--- config.mk ---
export PLATFORM = sky130hd
export DESIGN_NAME = spi_mem_controller
export DESIGN_NICKNAME = d
export VERILOG_FILES = /design/src/rtl/spi_mem_pkg.sv /design/src/rtl/spi_mem_controller_clk_divider.sv /design/src/rtl/spi_mem_controller.sv
export SDC_FILE = /design/constraint.sdc
export NUM_CORES = 1
export LEC_CHECK = 0
export ABC_AREA = 1
export CORE_MARGIN = 3
export CORE_UTILIZATION = 48
export CTS_CLUSTER_DIAMETER = 100
export DETAILED_ROUTE_END_ITERATION = 10
export PLACE_DENSITY = 0.84
export SLEW_MARGIN = 0
export SYNTH_ARGS = -nofsm -noshare
export SYNTH_HDL_FRONTEND = slang
export SYNTH_SLANG_ARGS = --single-unit
--- constraint.sdc ---
create_clock -name clk -period 2.8 [get_ports clk]
set_input_delay 0.28 -clock clk [delete_from_list [all_inputs] [get_ports clk]]
set_output_delay 0.28 -clock clk [all_outputs]
set_load 0.02 [all_outputs]
--- src/rtl/spi_mem_pkg.sv ---
// Shared opcodes, frame geometry and FSM encoding for the SPI serial-SRAM controller.
package spi_mem_pkg;

  localparam logic [7:0] SPI_CMD_READ  = 8'h03;
  localparam logic [7:0] SPI_CMD_WRITE = 8'h02;

  localparam int CMD_BITS  = 8;
  localparam int ADDR_BITS = 24;
  localparam int DATA_BITS = 16;

  typedef enum logic [2:0] {
    IDLE,
    CMD,
    ADDR,
    DATA,
    DONE
  } spi_state_e;

  function automatic logic [7:0] spi_opcode(input logic write);
    return write ? SPI_CMD_WRITE : SPI_CMD_READ;
  endfunction

endpackage

--- src/rtl/spi_mem_controller_clk_divider.sv ---
// Mode-0 serial clock generator: low for CLK_DIV cycles, then high for CLK_DIV cycles,
// with single-cycle ticks marking the edges that raise and lower spi_clk.
module spi_clk_divider #(
  parameter int CLK_DIV = 1
) (
  input  logic clk,
  input  logic rst_n,
  input  logic en,
  output logic spi_clk,
  output logic rise_tick,
  output logic fall_tick
);

  localparam logic [7:0] HALF_LAST = 8'(CLK_DIV - 1);

  logic [7:0] hp_cnt;
  logic       wrap;

  assign wrap      = en && (hp_cnt == HALF_LAST);
  assign rise_tick = wrap && !spi_clk;
  assign fall_tick = wrap && spi_clk;

  // Dropping en parks the clock low so every frame starts from a clean low phase.
  always_ff @(posedge clk) begin
    if (!rst_n || !en) begin
      hp_cnt  <= '0;
      spi_clk <= 1'b0;
    end else if (wrap) begin
      hp_cnt  <= '0;
      spi_clk <= ~spi_clk;
    end else begin
      hp_cnt <= hp_cnt + 8'd1;
    end
  end

endmodule

--- src/rtl/spi_mem_controller.sv ---
// SPI mode-0 initiator: one request moves one {opcode, addr, data} frame to or from
// a 23LC-style serial SRAM, MSB first, returning read data on the done pulse.
module spi_mem_controller
  import spi_mem_pkg::*;
#(
  parameter int CLK_DIV    = 1,
  parameter int ADDR_WIDTH = 24,
  parameter int DATA_WIDTH = 16
) (
  input  logic                  clk,
  input  logic                  rst_n,
  input  logic                  start,
  input  logic                  write,
  input  logic [ADDR_WIDTH-1:0] addr,
  input  logic [DATA_WIDTH-1:0] wdata,
  output logic [DATA_WIDTH-1:0] rdata,
  output logic                  busy,
  output logic                  done,
  output logic                  spi_clk,
  output logic                  spi_mosi,
  input  logic                  spi_miso,
  output logic                  spi_select
);

  localparam int FRAME_BITS = CMD_BITS + ADDR_WIDTH + DATA_WIDTH;
  localparam int CNT_W      = $clog2(FRAME_BITS);

  localparam logic [CNT_W-1:0] LAST_CMD  = CNT_W'(CMD_BITS - 1);
  localparam logic [CNT_W-1:0] LAST_ADDR = CNT_W'(CMD_BITS + ADDR_WIDTH - 1);
  localparam logic [CNT_W-1:0] LAST_DATA = CNT_W'(FRAME_BITS - 1);

  spi_state_e            state;
  spi_state_e            state_next;
  logic [FRAME_BITS-1:0] sreg;
  logic [CNT_W-1:0]      bit_cnt;
  logic                  wr_q;
  logic                  shifting;
  logic                  fall_tick;
  logic                  unused_rise_tick;

  spi_clk_divider #(
    .CLK_DIV(CLK_DIV)
  ) u_clk_div (
    .clk      (clk),
    .rst_n    (rst_n),
    .en       (shifting),
    .spi_clk  (spi_clk),
    .rise_tick(unused_rise_tick),
    .fall_tick(fall_tick)
  );

  // NOTE: sequential state uses non-blocking (<=) so every flop samples pre-edge values.
  always_ff @(posedge clk) begin
    if (!rst_n) begin
      state <= IDLE;
    end else begin
      state <= state_next;
    end
  end

  // NOTE: the default assignment first keeps this combinational and latch-free.
  always_comb begin
    state_next = state;
    unique case (state)
      IDLE:    if (start) state_next = CMD;
      CMD:     if (fall_tick && bit_cnt == LAST_CMD)  state_next = ADDR;
      ADDR:    if (fall_tick && bit_cnt == LAST_ADDR) state_next = DATA;
      DATA:    if (fall_tick && bit_cnt == LAST_DATA) state_next = DONE;
      DONE:    state_next = IDLE;
      default: state_next = IDLE;
    endcase
  end

  // DONE keeps select high for one hold cycle with the serial clock parked low.
  always_comb begin
    spi_select = 1'b0;
    shifting   = 1'b0;
    unique case (state)
      CMD, ADDR, DATA: begin
        spi_select = 1'b1;
        shifting   = 1'b1;
      end
      DONE:    spi_select = 1'b1;
      default: ;
    endcase
  end

  assign busy     = spi_select;
  assign spi_mosi = shifting & sreg[FRAME_BITS-1];

  // A read frame carries zeros in its data slot, so mosi stays low while data returns.
  always_ff @(posedge clk) begin
    if (!rst_n) begin
      sreg    <= '0;
      bit_cnt <= '0;
      wr_q    <= 1'b0;
      rdata   <= '0;
      done    <= 1'b0;
    end else begin
      done <= (state == DONE);
      if (state == IDLE) begin
        bit_cnt <= '0;
        if (start) begin
          sreg <= {spi_opcode(write), addr, {DATA_WIDTH{write}} & wdata};
          wr_q <= write;
        end
      end else if (fall_tick) begin
        sreg <= {sreg[FRAME_BITS-2:0], spi_miso};
        if (bit_cnt != LAST_DATA) bit_cnt <= bit_cnt + CNT_W'(1);
      end
      if (state == DONE && !wr_q) rdata <= sreg[DATA_WIDTH-1:0];
    end
  end

endmodule

# == Word level (Yosys, flattened, before mapping) ==
# Cells that the tools add are included.
# totals
reg_bits,84
in_bits,45
output_inout_bits,21
wordCells,58
# classes
n_addsub,2
eq_ne,12
muxes,11
bitwise,4
reduce_logical,21
# op_table
cell,count
$mux W48,3
$and A16 B16 Y16,1
$mux W3,4
$pmux W3 S4,1
$add A8 B1 Y8 const B,1
$logic_not A8 Y1,1
$ne A2 B2 Y1 const B,4
$add A6 B1 Y6 const B,1
$eq A3 B2 Y1 const B,2
$eq A6 B3 Y1 const B,1
$eq A6 B5 Y1 const B,1
$eq A6 B6 Y1 const B,1
$logic_and A1 B1 Y1,6
$ne A6 B6 Y1 const B,1
$reduce_and A2 Y1,3
$reduce_and A4 Y1,1
$reduce_or A2 Y1,2
$reduce_or A4 Y1,1
$eq A3 B1 Y1 const B,1
$eq A3 B3 Y1 const B,1
$logic_not A1 Y1,3
$logic_not A3 Y1,1
$mux W1,3
$reduce_or A3 Y1,1
4 further kinds,5

# == Depth between registers and ports, before layout ==
# Gate-level depths: netlist (run 1).
# depth
word_depth,8
mapped_depth,12
depth_no_buf,12

# == Cells and area by module ==
# Synthesis (run 1) repeated with hierarchy kept, for this count alone.
# hier_totals
hier_cells,501
area_unflattened_um2,3663.5
# by_module_without_submodules
mod,instances,cells_each,area_each_um2,seq_area_each_um2
spi_mem_controller,1,425,3169.3,1501.4
spi_clk_divider,1,76,494.2,180.2

# == Worst setup path after synthesis (run 1) ==
# Ideal clock, no wire load.
# synth_path
path_type,register to register
startpoint,reg u_clk_div.hp_cnt[0]
endpoint,reg sreg[40]
setup_time_ps,119
arrival_ps,1321
t_required_ps,2681
slack_ps,1361
path_stages_with_launch,11
path_buffers,1
synth_period_minus_slack_ps,1439
path_cell_list,dfxtp_1 > inv_1 > ha_1 > nand2_1 > nor2_1 > nand3_2 > nand2_2 > buf_6 > inv_2 > a211oi_1 > nor2_1
# synth_via
elab_chain_len,5
# synth_lines
element,line_no,text
start: declaration,spi_mem_controller_clk_divider.sv:16,logic [7:0] hp_cnt;
start signal: assignment,spi_mem_controller_clk_divider.sv:32,hp_cnt <= hp_cnt + 8'd1;
$logic_not A8 Y1,spi_mem_controller_clk_divider.sv:19,assign wrap = en && (hp_cnt == HALF_LAST);
$logic_and A1 B1 Y1,spi_mem_controller_clk_divider.sv:19,
$logic_and A1 B1 Y1,spi_mem_controller_clk_divider.sv:21,assign fall_tick = wrap && spi_clk;
$reduce_bool A2 Y1 (no line),-,
$reduce_and A2 Y1 (no line),-,
end signal: assignment,spi_mem_controller.sv:104,"sreg <= {spi_opcode(write), addr, {DATA_WIDTH{write}} & wdata};"
end signal: assignment,spi_mem_controller.sv:108,"sreg <= {sreg[FRAME_BITS-2:0], spi_miso};"
end: declaration,spi_mem_controller.sv:34,logic [FRAME_BITS-1:0] sreg;
# Every way passes these cells.
# A chain may end at the register's enable or synchronous reset.

# == Worst setup path after layout (run 1) ==
# layout_path
startpoint,reg state[0]
endpoint,out spi_select
# layout_via
elab_chain_len,3
elab_cells_between_ends,6
cone_classes,4 x eq/ne; 1 x mux; 1 x reduce/logical
# layout_lines
element,line_no,text
start: declaration,spi_mem_controller.sv:32,spi_state_e state;
start signal: assignment,spi_mem_controller.sv:57,state <= state_next;
"$eq A3 B3 Y1, or another cell as far along",spi_mem_controller.sv:78,unique case (state)
$reduce_or A4 Y1 (no line) (*),-,
$mux W1 (*),spi_mem_controller.sv:78,
end: declaration,spi_mem_controller.sv:22,output logic spi_select
# Every way passes the cells marked *; elsewhere a longest branch is shown, timed or not.

==> metrics.yaml, run 1 <==
synth:
  synth_edf_count: 0
  netlist_top_cells_area: "dfxtp_1, nand2_1, a31oi_1, a21oi_1, inv_1"
  synthCells: 489
  synth-seq-cells: 84
  yosysSeqAreaShare_pct: 46.7
  yosysWarnings: 0
  synth_top_area_cell: "dfxtp_1"
  ys_async_sr_fraction_pct: 0
  synth_ff_type: "dfxtp_1"
  synthTopCellsByCount: "nand2_1, dfxtp_1, a31oi_1, inv_1, nor2_1"
  synth_area_mm2: 0.00360
  synth.avg_cell_area_um2: 7.36
  yosysMostFrequentCell: "nand2_1"
  syn_nets: 537
  synth_cell_types: 27
  yosysTopAreaCellShare_pct: 46.7
placed_design:
  preCtsSetupSlack_ns: 0.958
  numPortBuffers: 65
  gp_congestion: 0.926
  hpwl_um: 5450
flow_run:
  maxCapViolations: 0
worst_setup_path:
  max_stage_delay_ns: 0.62
  end_kind: "primary output"
  cp.arrival_ns: 1.94
  critPathSlowestCell: "clkdlybuf4s50_1"
  critPathLaunch: "state[0]"
  timing.rr.start: "state[0]"
  cp_cell_sequence: "nor2_2 > nor2_4 > inv_1 > nand2_1 > clkdlybuf4s50_1"
  critPathTopFamily: "buffers and inverters"
  critPathKind: "reg -> out"
  crit_buf_inv: 2
  cp_max_fo: 8
  crit_required_ns: 2.52
  critPathLaunchType: "flop"
  worst-r2r-setup-slack_ns: 0.97
timing:
  maxSlewHeadroom_pct: 47.7
  finalSetupViolations: 0
  period_minus_slack_ns: 2.22
  finalMaxSlewViolations: 0
  clock_skew_ns: 0.00804
  rsz0062_at_grt: "no"
  post-route-period-util_pct: 79.1
  hold_viol_final: 0
  setup-tns-final_ns: 0
  hold-worst-slack_ns: 0.449
  worst_pin_slew_ns: 0.782
  fmax_ghz: 0.451
  setup_slack_ns: 0.585
grt:
  grt_use_total_pct: 18.7
  first_global_vias: 3162
  overflow: 0
  grt_max_degree: 84
  grt_pass1_wl_um: 13300
  antenna_found_initial: 0
detailed_routing:
  dr.pass1.iters: 5
  avgViaCountPerCell: 5.26
  drtAntennaViolNets: 0
  drtIter0Drc: 202
  vias: 3371
  avgRoutedWirePerCell_um: 12.2
  drc: 0
  wirelength_um: 7800
clocking:
  cts_tree: "built"
  clock_sinks: 84
  ctsRootBufferMaster: "clkbuf_8"
  clk-insertion-delay-late_ns: 0.35
  cts_resized: 0
  cts.clk_slew.worst_paths_ns: 0.09
  numCtsBuffers: 9
  clockBufferDepth: 2
  htreeDepth: 3
  post_cts_buffers: 0
  postCtsHoldBufs: 0
floorplan:
  die_w_um: 92.6
  die-area_mm2: 0.00857
  ioPinCount: 66
  die_y_um: 92.6
  rows: 30
  core-area_mm2: 0.00702
  start_util_pct: 51.3
layout:
  final_layout_size_suffix_gt1_share_pct: 5.14
  diodes: 0
  fin_util_pct: 63.5
  syn2layout_area_growth_pct: 24.0
  layout.nets: 588
worst_hold_path:
  worstHoldStart: "rdata[15]"
  hp-class: "reg -> reg"
status:
  status: "finished, final reports clean"
power:
  vdd_ir_drop_max_uv: 415
  power_density_mw_per_mm2: 820
  total_power_mw: 3.66
  p_leak_nw: 1.60
[worst min-delay path, delay by kind of cell (launching register included)]
family,cells,cell delay (ns)
buffers and inverters,1,0.05
AOI/OAI and AO/OA,1,0.05
DFF,1,0.32
[flip-flops by register name (all words and copies together), names as in the netlist]
signal and count:
wr_q 1, u_clk_div.spi_clk 1, rdata 16, sreg 48, done 1, bit_cnt 6
state 3, u_clk_div.hp_cnt 8
[cell usage in the layout (no fill, tap or decap), drive strengths merged]
master / netlist / layout
a21oi: 33 / 33
clkdlybuf4s50: 0 / 65
clkbuf: 20 / 9
buf: 10 / 5
nor3b: 1 / 1
xor2: 4 / 4
nor3: 4 / 4
o21ai: 60 / 60
inv: 43 / 46
nand4: 5 / 5
a211oi: 1 / 1
a221oi: 1 / 1
nor4: 2 / 2
clkinvlp: 0 / 3
nor2: 37 / 37
nand2: 114 / 114
clkinv: 1 / 2
nand3: 25 / 25
a31oi: 41 / 41
dfxtp: 84 / 84
ha: 3 / 3
[per-layer routing]
layer / vias to the layer above / track usage [%] / share of wire (%) / wire [um]
met5: - / 0 / 0 / 0
met4: 0 / 8.91 / 2.3 / 180
met3: 16 / 3.57 / 5.5 / 425
met2: 99 / 31.4 / 47 / 3680
met1: 1520 / 23.0 / 45 / 3510
li1: 1736 / - / - / -
[layout make-up]
type                       count  area, um2
tap                           96        120
multi-input combinational    331       1600
clock buffer                   9        124
inverter                      44        165
sequential                    84       1680
fill                         616       2560
clock inverter                 7       70.1
timing repair buffer          70        701
[per-stage QoR]
stage	std cells	area, um2
finish	641	4460
global route	641	4460
floorplan	489	3600
global placement	625	4270
detailed placement	625	4270
CTS	641	4460
[worst paths after layout]
check                                  end  cells past startpoint
worst min-delay path             rdata[15]                      2
worst max-delay path            spi_select                      5
worst max register to register    rdata[7]                      4
worst min register to register   rdata[15]                      2
[cell families after synthesis]
family          Yosys count  share of synthesized area [%]
compound gates          136                           20.5
xor+xnor                  4                          0.973
fa+ha+maj                 3                           1.04
buf+inv                  74                           8.83
flops                    84                           46.7
simple gates            188                           21.9
[where the power goes]
part           switching [mW]  internal (mW)  total (mW)
logic                   0.795          0.431        1.23
registers               0.166           1.44        1.61
clock network           0.477          0.344       0.821
No activity file was read; power rests on OpenSTA's default activity.
==> inputs of run 2 (changes only) <==
==> constraint.sdc (replaced) <==
create_clock -name clk -period 2.25 [get_ports clk]
set_input_delay 0.225 -clock clk [delete_from_list [all_inputs] [get_ports clk]]
set_output_delay 0.225 -clock clk [all_outputs]
set_load 0.02 [all_outputs]
==> metrics.yaml, run 2 (synthesis results as in run 1) <==
detailed_routing:
  drc: 0  # unchanged
  vias: 3342  # -0.86%
  wl_met2_um: 3750  # +1.9%
  dr.pass1.iters: 5  # unchanged
  drt-met1-wl_um: 3650  # +4.0%
  wirelength_um: 7880  # +1.1%
  highest_layer: "met4"
  drtIter0Drc: 184  # -8.9%
  dr_wl_met3_um: 383  # -9.9%
  avgViaCountPerCell: 5.18  # -1.5%
  drtAntennaViolNets: 0  # unchanged
  avgRoutedWirePerCell_um: 12.2  # +0.44%
clocking:
  cts.clk_slew.worst_paths_ns: 0.09  # about the same
  clock_sinks: 84  # unchanged
  cts_tree: "built"
  postCtsHoldBufs: 0  # unchanged
  ctsRootBufferMaster: "clkbuf_8"
  clockBufferDepth: 2  # unchanged
  numCtsBuffers: 9  # unchanged
  htreeDepth: 3  # unchanged
  clk-insertion-delay-late_ns: 0.36  # about the same
placed_design:
  gp_congestion: 0.897  # -3.2%
  numPortBuffers: 65  # unchanged
  dpl_cell_area_mm2: 0.00430  # +0.70%
  hpwl_um: 5620  # +3.1%
power:
  p_leak_nw: 1.64  # +2.1%
  power.switching_mw: 1.83  # +27%
  vdd_ir_drop_max_uv: 425  # +2.4%
  p_sw_share_pct: 39.5  # +0.19 points
  power_density_mw_per_mm2: 1030  # +25%
  p_int_mw: 2.79  # +26%
  clockPowerShare_pct: 23.0  # +0.5 points
  power_frac_seq_pct: 43.5  # -0.5 points
  combPwrFrac_pct: 33.5  # about the same
grt:
  grt_use_total_pct: 19.0  # +0.28 points
  first_global_vias: 3063  # -3.1%
  antenna_found_initial: 0  # unchanged
  grt_pass1_wl_um: 13500  # +1.6%
  overflow: 0  # unchanged
  grt_max_degree: 84  # unchanged
worst_hold_path:
  hp-class: "in -> reg"
layout:
  largest_register_ffs: 48  # unchanged
  layout_common_cells: "nand2_1, dfxtp_1, clkdlybuf4s50_1"
  layout_commonest_cell: "nand2_1"
  largest_register: "sreg"
  final_layout_size_suffix_gt1_share_pct: 6.01  # +0.87 points
  fillCellCount: 620  # +0.65%
  layout.nets: 592  # +0.68%
  final_cell_area_mm2: 0.00450  # +0.84%
  largestRegisters: "sreg: 48 flops, rdata: 16 flops, u_clk_div.hp_cnt: 8 flops"
  syn2layout_area_growth_pct: 25.0
  diodes: 0  # unchanged
worst_setup_path:
  critPathLaunchType: "flop"
  critPathKind: "reg -> out"
  cp_cell_sequence: "nor2_2 > nor2_4 > inv_1 > nor2_1 > clkdlybuf4s50_1"
  critPathSlowestCell: "clkdlybuf4s50_1"
  cp_max_fo: 8  # unchanged
  crit_required_ns: 2.03  # -0.49 ns
  max_stage_delay_ns: 0.61  # about the same
  cp.arrival_ns: 1.82  # -0.12 ns
  end_kind: "primary output"
timing:
  clock_skew_ns: 0.0171  # +0.00906 ns
  setup-tns-final_ns: 0  # unchanged
  post-route-period-util_pct: 91.0
  rsz0062_at_grt: "no"
  worst_pin_slew_ns: 0.388  # -0.393 ns
  finalMaxSlewViolations: 0  # unchanged
  finalSetupViolations: 0  # unchanged
  fmax_ghz: 0.489
  hold_viol_final: 0  # unchanged
  period_minus_slack_ns: 2.05
  maxSlewHeadroom_pct: 74.1  # +26 points
status:
  status: "finished, final reports clean"
floorplan:
  rows: 30  # unchanged
  core-area_mm2: 0.00702  # unchanged
  die-area_mm2: 0.00857  # unchanged
  die_w_um: 92.6  # unchanged
  ioPinCount: 66  # unchanged
  start_util_pct: 51.3  # unchanged
  die_y_um: 92.6  # unchanged
flow_run:
  maxCapViolations: 0  # unchanged
-- run 2: cell count changes in the layout (fill, tap and decap cells not counted) --
cell and change:
dfxtp_1 -1, inv_6 +1, clkinvlp_4 -3, buf_4 +4
inv_8 +1, dfxtp_2 +1, clkinv_4 +1
-- run 2: area by class of cell --
class,instances,area (um2),area share [%]
Clock buffer,9,124,2.75
Clock inverter,7,76.3,1.70
Sequential cell,84,1680,37.4
Multi-Input combinational cell,331,1600,35.5
Inverter,44,165,3.67
Tap cell,96,120,2.67
Timing Repair Buffer,74,731,16.2
-- run 2: per-layer routing --
metal,track usage (%),vias to the layer above
met2,30.9,73
met1,25.5,1506
li1,-,1752
met4,6.68,0
met3,3.01,11
met5,0,-
-- run 2: critical path: cells and delay by family, from the launching register on --
family        cells  cell delay (ns)
flops             1             0.41
buf+inv           2             0.71
simple gates      3             0.35
-- run 2: final timing paths --
path | to | start | depth (start not counted) | slack, ns
worst max-delay path | spi_mosi | state[0] | 5 | 0.20
worst min-delay path | sreg[31] | addr[15] | 3 | 0.44
worst max register to register | sreg[40] | u_clk_div.hp_cnt[0] | 10 | 0.37
worst min register to register | rdata[2] | rdata[2] | 2 | 0.44
-- run 2: through the flow --
step / std cells / power [mW] / setup WS (ns) / util (%) / hold slack (ns)
detailed placement: 629 / 3.57 / 0.356 / 61.2 / 0.434
floorplan: 489 / 3.19 / 0.811 / - / 0.337
finish: 645 / 4.62 / 0.204 / 64.1 / 0.442
global placement: 629 / 3.51 / 0.496 / 61.2 / 0.429
global route: 645 / 4.97 / 0.0706 / 64.1 / 0.441
CTS: 645 / 4.63 / 0.0822 / 64.1 / 0.432
-- run 2: repair_timing --
action,4_1_cts,5_1_grt
gates resized for setup,0,1
endpoints found under the setup margin,0,3
buffers inserted,0,0
-- run 2: power by group through the flow --
stage               logic (mW)  registers [mW]  clock network [mW]
floorplan                 1.19            1.99                   0
global placement          1.49            2.02                   0
detailed placement        1.54            2.03                   0
CTS                       1.55            2.00                1.08
global route              1.75            2.05                1.16
finish                    1.55            2.01                1.06
